**config.mk**
```make
export PLATFORM = sky130hd
export DESIGN_NAME = yutorina_alu_mc
export DESIGN_NICKNAME = d
export VERILOG_FILES = /design/src/rtl/yutorina_alu_mc.sv
export SDC_FILE = /design/constraint.sdc
export NUM_CORES = 1
export LEC_CHECK = 0
export BUFFER_PORTS_ARGS = -buffer_cell sky130_fd_sc_hd__buf_2
export CAP_MARGIN = 20
export CELL_PAD_IN_SITES_DETAIL_PLACEMENT = 1
export CELL_PAD_IN_SITES_GLOBAL_PLACEMENT = 1
export CORE_MARGIN = 4
export CORE_UTILIZATION = 26
export DETAILED_ROUTE_END_ITERATION = 8
export GPL_ROUTABILITY_DRIVEN = 0
export PLACE_DENSITY = 0.61
export SLEW_MARGIN = 20
export SYNTH_ARGS = -nofsm -noshare
export SYNTH_HDL_FRONTEND = slang
export SYNTH_SLANG_ARGS = --single-unit
```
**constraint.sdc**
```tcl
create_clock -name clk -period 3.6 [get_ports clk]
set_input_delay 0.18 -clock clk [delete_from_list [all_inputs] [get_ports clk]]
set_output_delay 0.18 -clock clk [all_outputs]
set_load 0.01 [all_outputs]
```
**src/rtl/yutorina_alu_mc.sv**
```systemverilog
// ============================================================================
// Module   : yutorina_alu_mc
// Brief    : Multi-cycle execute-stage ALU. Single-cycle logic/arith/shift ops
//            plus iterative MUL/DIVU/REMU behind a req/ready/valid handshake.
//            Optional macro: YUTORINA_ALU_MULDIV_EN (enables MUL/DIVU/REMU).
// Revision : 1.0 - initial release
// ============================================================================
`timescale 1ns/1ps
`default_nettype none

module yutorina_alu_mc #(
    parameter int DATA_W  = 32,
    parameter int SHAMT_W = $clog2(DATA_W)
) (
    input  logic              clk,
    input  logic              reset,
    input  logic              req,
    input  logic [3:0]        op,
    input  logic [DATA_W-1:0] lhs,
    input  logic [DATA_W-1:0] rhs,
    output logic              ready,
    output logic              valid,
    output logic [DATA_W-1:0] ret,
    output logic              div_zero
);

    localparam logic [3:0] c_op_add  = 4'd0;
    localparam logic [3:0] c_op_sub  = 4'd1;
    localparam logic [3:0] c_op_and  = 4'd2;
    localparam logic [3:0] c_op_or   = 4'd3;
    localparam logic [3:0] c_op_xor  = 4'd4;
    localparam logic [3:0] c_op_nor  = 4'd5;
    localparam logic [3:0] c_op_sltu = 4'd6;
    localparam logic [3:0] c_op_sll  = 4'd7;
    localparam logic [3:0] c_op_srl  = 4'd8;
    localparam logic [3:0] c_op_sra  = 4'd9;

    logic              r_valid;
    logic [DATA_W-1:0] r_ret;
    logic              r_div_zero;

    logic [SHAMT_W-1:0] w_shamt;
    logic [DATA_W-1:0]  w_alu;

    assign valid    = r_valid;
    assign ret      = r_ret;
    assign div_zero = r_div_zero;

    // Only the low rhs bits form the shift amount; the rest are ignored.
    assign w_shamt = rhs[SHAMT_W-1:0];

    // Single-cycle result; unknown opcodes (and MUL/DIV ops here) give zero.
    always_comb begin
        w_alu = '0;
        case (op)
            c_op_add:  w_alu = lhs + rhs;
            c_op_sub:  w_alu = lhs - rhs;
            c_op_and:  w_alu = lhs & rhs;
            c_op_or:   w_alu = lhs | rhs;
            c_op_xor:  w_alu = lhs ^ rhs;
            c_op_nor:  w_alu = ~(lhs | rhs);
            c_op_sltu: w_alu = {{(DATA_W-1){1'b0}}, (lhs < rhs)};
            c_op_sll:  w_alu = lhs << w_shamt;
            c_op_srl:  w_alu = lhs >> w_shamt;
            c_op_sra:  w_alu = $signed(lhs) >>> w_shamt;
            default:   w_alu = '0;
        endcase
    end

`ifdef YUTORINA_ALU_MULDIV_EN

    localparam logic [3:0] c_op_mul  = 4'd10;
    localparam logic [3:0] c_op_divu = 4'd11;
    localparam logic [3:0] c_op_remu = 4'd12;
    localparam int         c_cnt_w   = $clog2(DATA_W);

    typedef enum logic [1:0] {
        st_idle = 2'd0,
        st_mul  = 2'd1,
        st_div  = 2'd2
    } state_t;

    state_t             r_state;
    logic [c_cnt_w-1:0] r_cnt;
    // r_acc: product accumulator / partial remainder
    // r_opa: shifted multiplicand / dividend-then-quotient shift register
    // r_opb: multiplier (shifted right) / divisor
    logic [DATA_W-1:0]  r_acc;
    logic [DATA_W-1:0]  r_opa;
    logic [DATA_W-1:0]  r_opb;
    logic               r_want_rem;

    logic [DATA_W-1:0]  w_mul_acc;
    logic [DATA_W:0]    w_rem_sh;
    logic [DATA_W:0]    w_diff;
    logic               w_fits;
    logic [DATA_W-1:0]  w_div_rem;
    logic [DATA_W-1:0]  w_div_quo;
    logic               w_last;

    assign ready = (r_state == st_idle);

    assign w_mul_acc = r_opb[0] ? (r_acc + r_opa) : r_acc;

    // Restoring step: bring in the next dividend bit, subtract if it fits.
    assign w_rem_sh  = {r_acc, r_opa[DATA_W-1]};
    assign w_diff    = w_rem_sh - {1'b0, r_opb};
    assign w_fits    = ~w_diff[DATA_W];
    assign w_div_rem = w_fits ? w_diff[DATA_W-1:0] : w_rem_sh[DATA_W-1:0];
    assign w_div_quo = {r_opa[DATA_W-2:0], w_fits};

    assign w_last = (r_cnt == c_cnt_w'(DATA_W - 1));

    always_ff @(posedge clk) begin
        if (reset) begin
            r_state    <= st_idle;
            r_cnt      <= '0;
            r_acc      <= '0;
            r_opa      <= '0;
            r_opb      <= '0;
            r_want_rem <= 1'b0;
            r_valid    <= 1'b0;
            r_ret      <= '0;
            r_div_zero <= 1'b0;
        end else begin
            r_valid <= 1'b0;
            case (r_state)
                st_idle: begin
                    if (req) begin
                        case (op)
                            c_op_mul: begin
                                r_state <= st_mul;
                                r_cnt   <= '0;
                                r_acc   <= '0;
                                r_opa   <= lhs;
                                r_opb   <= rhs;
                            end
                            c_op_divu, c_op_remu: begin
                                if (rhs == '0) begin
                                    r_ret      <= (op == c_op_divu) ? '1 : lhs;
                                    r_div_zero <= 1'b1;
                                    r_valid    <= 1'b1;
                                end else begin
                                    r_state    <= st_div;
                                    r_cnt      <= '0;
                                    r_acc      <= '0;
                                    r_opa      <= lhs;
                                    r_opb      <= rhs;
                                    r_want_rem <= (op == c_op_remu);
                                end
                            end
                            default: begin
                                r_ret      <= w_alu;
                                r_div_zero <= 1'b0;
                                r_valid    <= 1'b1;
                            end
                        endcase
                    end
                end
                st_mul: begin
                    r_acc <= w_mul_acc;
                    r_opa <= r_opa << 1;
                    r_opb <= r_opb >> 1;
                    r_cnt <= r_cnt + c_cnt_w'(1);
                    if (w_last) begin
                        r_state    <= st_idle;
                        r_cnt      <= '0;
                        r_ret      <= w_mul_acc;
                        r_div_zero <= 1'b0;
                        r_valid    <= 1'b1;
                    end
                end
                st_div: begin
                    r_acc <= w_div_rem;
                    r_opa <= w_div_quo;
                    r_cnt <= r_cnt + c_cnt_w'(1);
                    if (w_last) begin
                        r_state    <= st_idle;
                        r_cnt      <= '0;
                        r_ret      <= r_want_rem ? w_div_rem : w_div_quo;
                        r_div_zero <= 1'b0;
                        r_valid    <= 1'b1;
                    end
                end
                default: r_state <= st_idle;
            endcase
        end
    end

`else

    // Without the iterative unit every op completes in one cycle.
    assign ready = 1'b1;

    always_ff @(posedge clk) begin
        if (reset) begin
            r_valid    <= 1'b0;
            r_ret      <= '0;
            r_div_zero <= 1'b0;
        end else begin
            r_valid <= req;
            if (req) begin
                r_ret      <= w_alu;
                r_div_zero <= 1'b0;
            end
        end
    end

`endif

endmodule

`default_nettype wire
```
==> results by group <==
Global route
  – Vias in the first global route: roughly 12000
  – First-pass GRT wire length: 78.51 mm
  – Number of antenna violations at the first check in global routing: 5
  – GRT overflow: 0
  – Maximum number of pins on one net before global-route repair: 65
  – Overall track demand over capacity in global routing: between 20% and 30%

Pwr
  – Total power density per cell area: approximately 230 nW/um^2
  – Proportion of power drawn by combinational gates: between 60% and 70%
  – Net switching component of the power: about 1.3 mW
  – Cell-internal power: 1.331 mW
  – Total leakage power: 4.905 nW
  – Part of the total power dissipated in sequential elements: between 10% and 20%
  – Fraction of power spent switching nets: 49.42%
  – Relative contribution of the clock network to total power: a little over a fifth
  – Final Total Pwr: 2.632 mW
  – Highest ir drop seen on vdd: 0.1603 mV

Worst setup path
  – Flop2flop setup slack: 1580 ps
  – Worst Path Required: 3750 ps
  – Critical path launch point type: input port
  – Arrival time at the worst endpoint: 3270 ps
  – Critical path type: in2reg
  – Launch point of the worst reg-to-reg path: ret[25]
  – Crit path launch: lhs[13]
  – Crit-path max FO: 5
  – Reg2Reg Capture Point: ret[25]
  – Capture point of the critical path: ret[25]
  – Worst reg2reg path depth: 7
  – Critical path endpoint category: flip-flop

STA
  – Setup-failing EPs final: 0
  – Setup repair after global routing missed its margin: no
  – Summed negative setup slack over all endpoints: 0 ps
  – Tightest slew margin relative to the limit: 36.46%
  – Final clock period utilization by the worst path: 86.76%
  – Final count of pins violating max slew: 0
  – Crit path time final: 3123 ps
  – Final hold vios: 0
  – Transition at the pin with the smallest max-transition slack: 953.0 ps
  – Worst-case clock skew: 0 ps
  – Max frequency: 320.2 MHz

CTS
  – Number of buffers on the longest clock path: 2
  – Number of buffers inserted by hold repair at cts: 0
  – Reg clk slew, reported paths: 70 ps
  – CTS tree: yes
  – Maximum level of the CTS H-tree: 2
  – Clock insertion delay at the later pin of the skew report: 310 ps
  – Clock sink count: 33
  – Total setup buffers inserted after CTS: 0
  – CTS Buf Count: 5
  – CTS resizes: 0
  – Clock root buffer: sky130_fd_sc_hd__clkbuf_16

Cells and area
  – Share of final-layout standard cells stronger than drive strength 1: 17.20%
  – Area occupied by multi-input gates: 8523 sq um
  – Area used by sequential logic in the layout: 660.6 sq um
  – Fillers: 4800
  – Post-Layout Inst Area: 11460 sq um
  – Commonest non-fill, non-tap cells in the layout: 163 x sky130_fd_sc_hd__nor2_1, 145 x sky130_fd_sc_hd__nand2_1, 130 x sky130_fd_sc_hd__a21oi_1
  – N_diodes: 0
  – Most common library cell in the layout ignoring fill and taps: sky130_fd_sc_hd__nor2_1
  – Area grow syn2layout: 14.19%
  – Final #Nets: 1694

Synthesis
  – Average cell area after synthesis: 6.894 sq um
  – Post-synth EDFFs: 0
  – Most frequently used flop master after synthesis: sky130_fd_sc_hd__dfxtp_1
  – Number of distinct library cells after synthesis: 78
  – Sequential-to-total area share from yosys stat: 6.582%
  – Fraction of registers with async set/reset: 0%
  – Number of synthesized register bits: 33
  – Synth Net Count: 1628
  – Area of the mapped netlist: 10040 sq um
  – Number of warnings printed during yosys synthesis: 0
  – Post-synthesis instance total: about 1500

Floorplan
  – Std-Cell Core Area: around 38000 sq um
  – Number of rows in the core area: 71
  – Initial Utilization: 26.52%
  – DIE AREA: 41810 sq um
  – Vertical die dimension: 204.5 um
  – Horizontal extent of the die: 204.5 um
  – Number of primary I/O pins: 106

Routing
  – Detail-routed net length per standard cell: roughly 26 um
  – Vias after detailed routing: roughly 12000
  – Number of nets still failing antenna checks after routing: 0
  – First DRT Iteration DRCs: 929
  – Mean number of vias per cell: 5.993
  – Remaining design rule violation count: 0
  – Post-Route WL: about 53 mm
  – First-pass detailed-route iteration total: 5

Place
  – PortBufs: approximately 100
  – HPWL after detailed placement: 41.05 mm
  – Post-placement cell area: 11290 sq um

Job
  – Total of max-cap violations: 0

Hold path
  – Tightest Hold Check Type: in2reg

Status
  – Run status: finished clean
[cell type report]
| type | instances | area share [%] |
|---|---|---|
| repair buffers | 177 | 9.476 |
| flip-flops and latches | 33 | 5.764 |
| clock buffers | 7 | 1.245 |
| well taps | 511 | 5.579 |
| inverters | 101 | 3.308 |
| clock inverters | 1 | 0.2620 |
| multi-input cells | 1204 | 74.37 |
[cells in the mapped netlist, drive strengths merged (12+ instances only)]
cell type    n  area (sq um)
buf         39         197.7
mux2i       59         590.6
ha          99          1239
nand4       15         93.84
o211ai      17         132.6
o22ai       12         75.07
a21o        17         127.6
o31ai       13         102.6
a221oi      22         192.7
nor3        36         185.2
nand2b      14         87.58
nand2      145         544.3
inv         99         371.6
mux2        16         180.2
nand3       38         190.2
clkbuf      79         296.5
a31oi       18         112.6
a211oi      32         240.2
dfxtp       33         660.6
or3         18         117.6
xnor2       16         140.1
a21oi      130         650.6
nor2       163         611.8
mux4        41         923.4
o21ai      103         515.5
a22oi       25         187.7
o21bai      12         90.09
nor4        13         87.58
[critical path, cell delays in order]
cell,delay [ps]
sky130_fd_sc_hd__buf_2,100
sky130_fd_sc_hd__inv_1,240
sky130_fd_sc_hd__ha_1,300
sky130_fd_sc_hd__or3_1,430
sky130_fd_sc_hd__or3_4,400
sky130_fd_sc_hd__nor3_2,120
sky130_fd_sc_hd__o2111ai_1,180
sky130_fd_sc_hd__o211ai_2,170
sky130_fd_sc_hd__o31ai_2,130
sky130_fd_sc_hd__o31a_1,330
sky130_fd_sc_hd__o311a_1,320
sky130_fd_sc_hd__nor4_2,260
sky130_fd_sc_hd__a2111oi_2,90
[state kept, by name (all words and copies together), names as in the netlist]
register  cells
valid         1
ret          32
[power by group through the flow]
stage | Sequential (mW) | Clock [mW] | Combinational, mW
2_1_floorplan | 0.413 | 0 | 1.02
3_3_place_gp | 0.409 | 0 | 1.60
3_5_place_dp | 0.410 | 0 | 1.62
4_1_cts | 0.402 | 0.576 | 1.63
5_1_grt | 0.403 | 0.583 | 1.80
6_report | 0.402 | 0.567 | 1.66
[cells by family after synthesis]
logic type                 synth area share [%]
and+or+nand+nor                           22.09
AOI/OAI and AO/OA                         31.36
buffers and inverters                     8.701
muxes                                     16.88
adders and majority gates                 12.74
DFF                                       6.582
xor gates and xnor gates                  1.571
other                                   0.07482
[routing by layer]
| metal | up-vias | share of wire (%) | wire [um] | GRT usage (%) |
|---|---|---|---|---|
| met5 | - | 0.096 | 51 | 0 |
| met4 | 10 | 4.4 | 2322 | 10.43 |
| met3 | 109 | 8.5 | 4498 | 6.109 |
| met2 | 473 | 44 | 23020 | 37.36 |
| met1 | 6099 | 43 | 22980 | 32.87 |
| li1 | 5499 | - | - | - |
[stage by stage]
| stage | utilization [%] | std cells | setup WS (ps) | hold WS, ps |
|---|---|---|---|---|
| floorplan | - | 1456 | 143.9 | 413.0 |
| global placement | 29.83 | 2026 | 300.4 | 458.2 |
| detailed placement | 29.83 | 2026 | 256.1 | 472.2 |
| CTS | 30.29 | 2034 | 564.1 | 257.0 |
| global route | 30.29 | 2034 | 333.6 | 285.9 |
| finish | 30.29 | 2034 | 476.7 | 249.9 |
[worst min-delay path by stage]
| stage | startpoint | end | slack, ps | cells after the start |
|---|---|---|---|---|
| final | req | ret[25] | 250 | 4 |
| after global routing | req | ret[25] | 290 | 4 |
| after CTS | req | ret[25] | 260 | 4 |
| after detailed placement | ret[1] | ret[1] | 470 | 2 |
| after global placement | ret[1] | ret[1] | 460 | 2 |
| after floorplan | req | ret[2] | 410 | 3 |
Note: power is estimated with default switching activity, not from simulation.
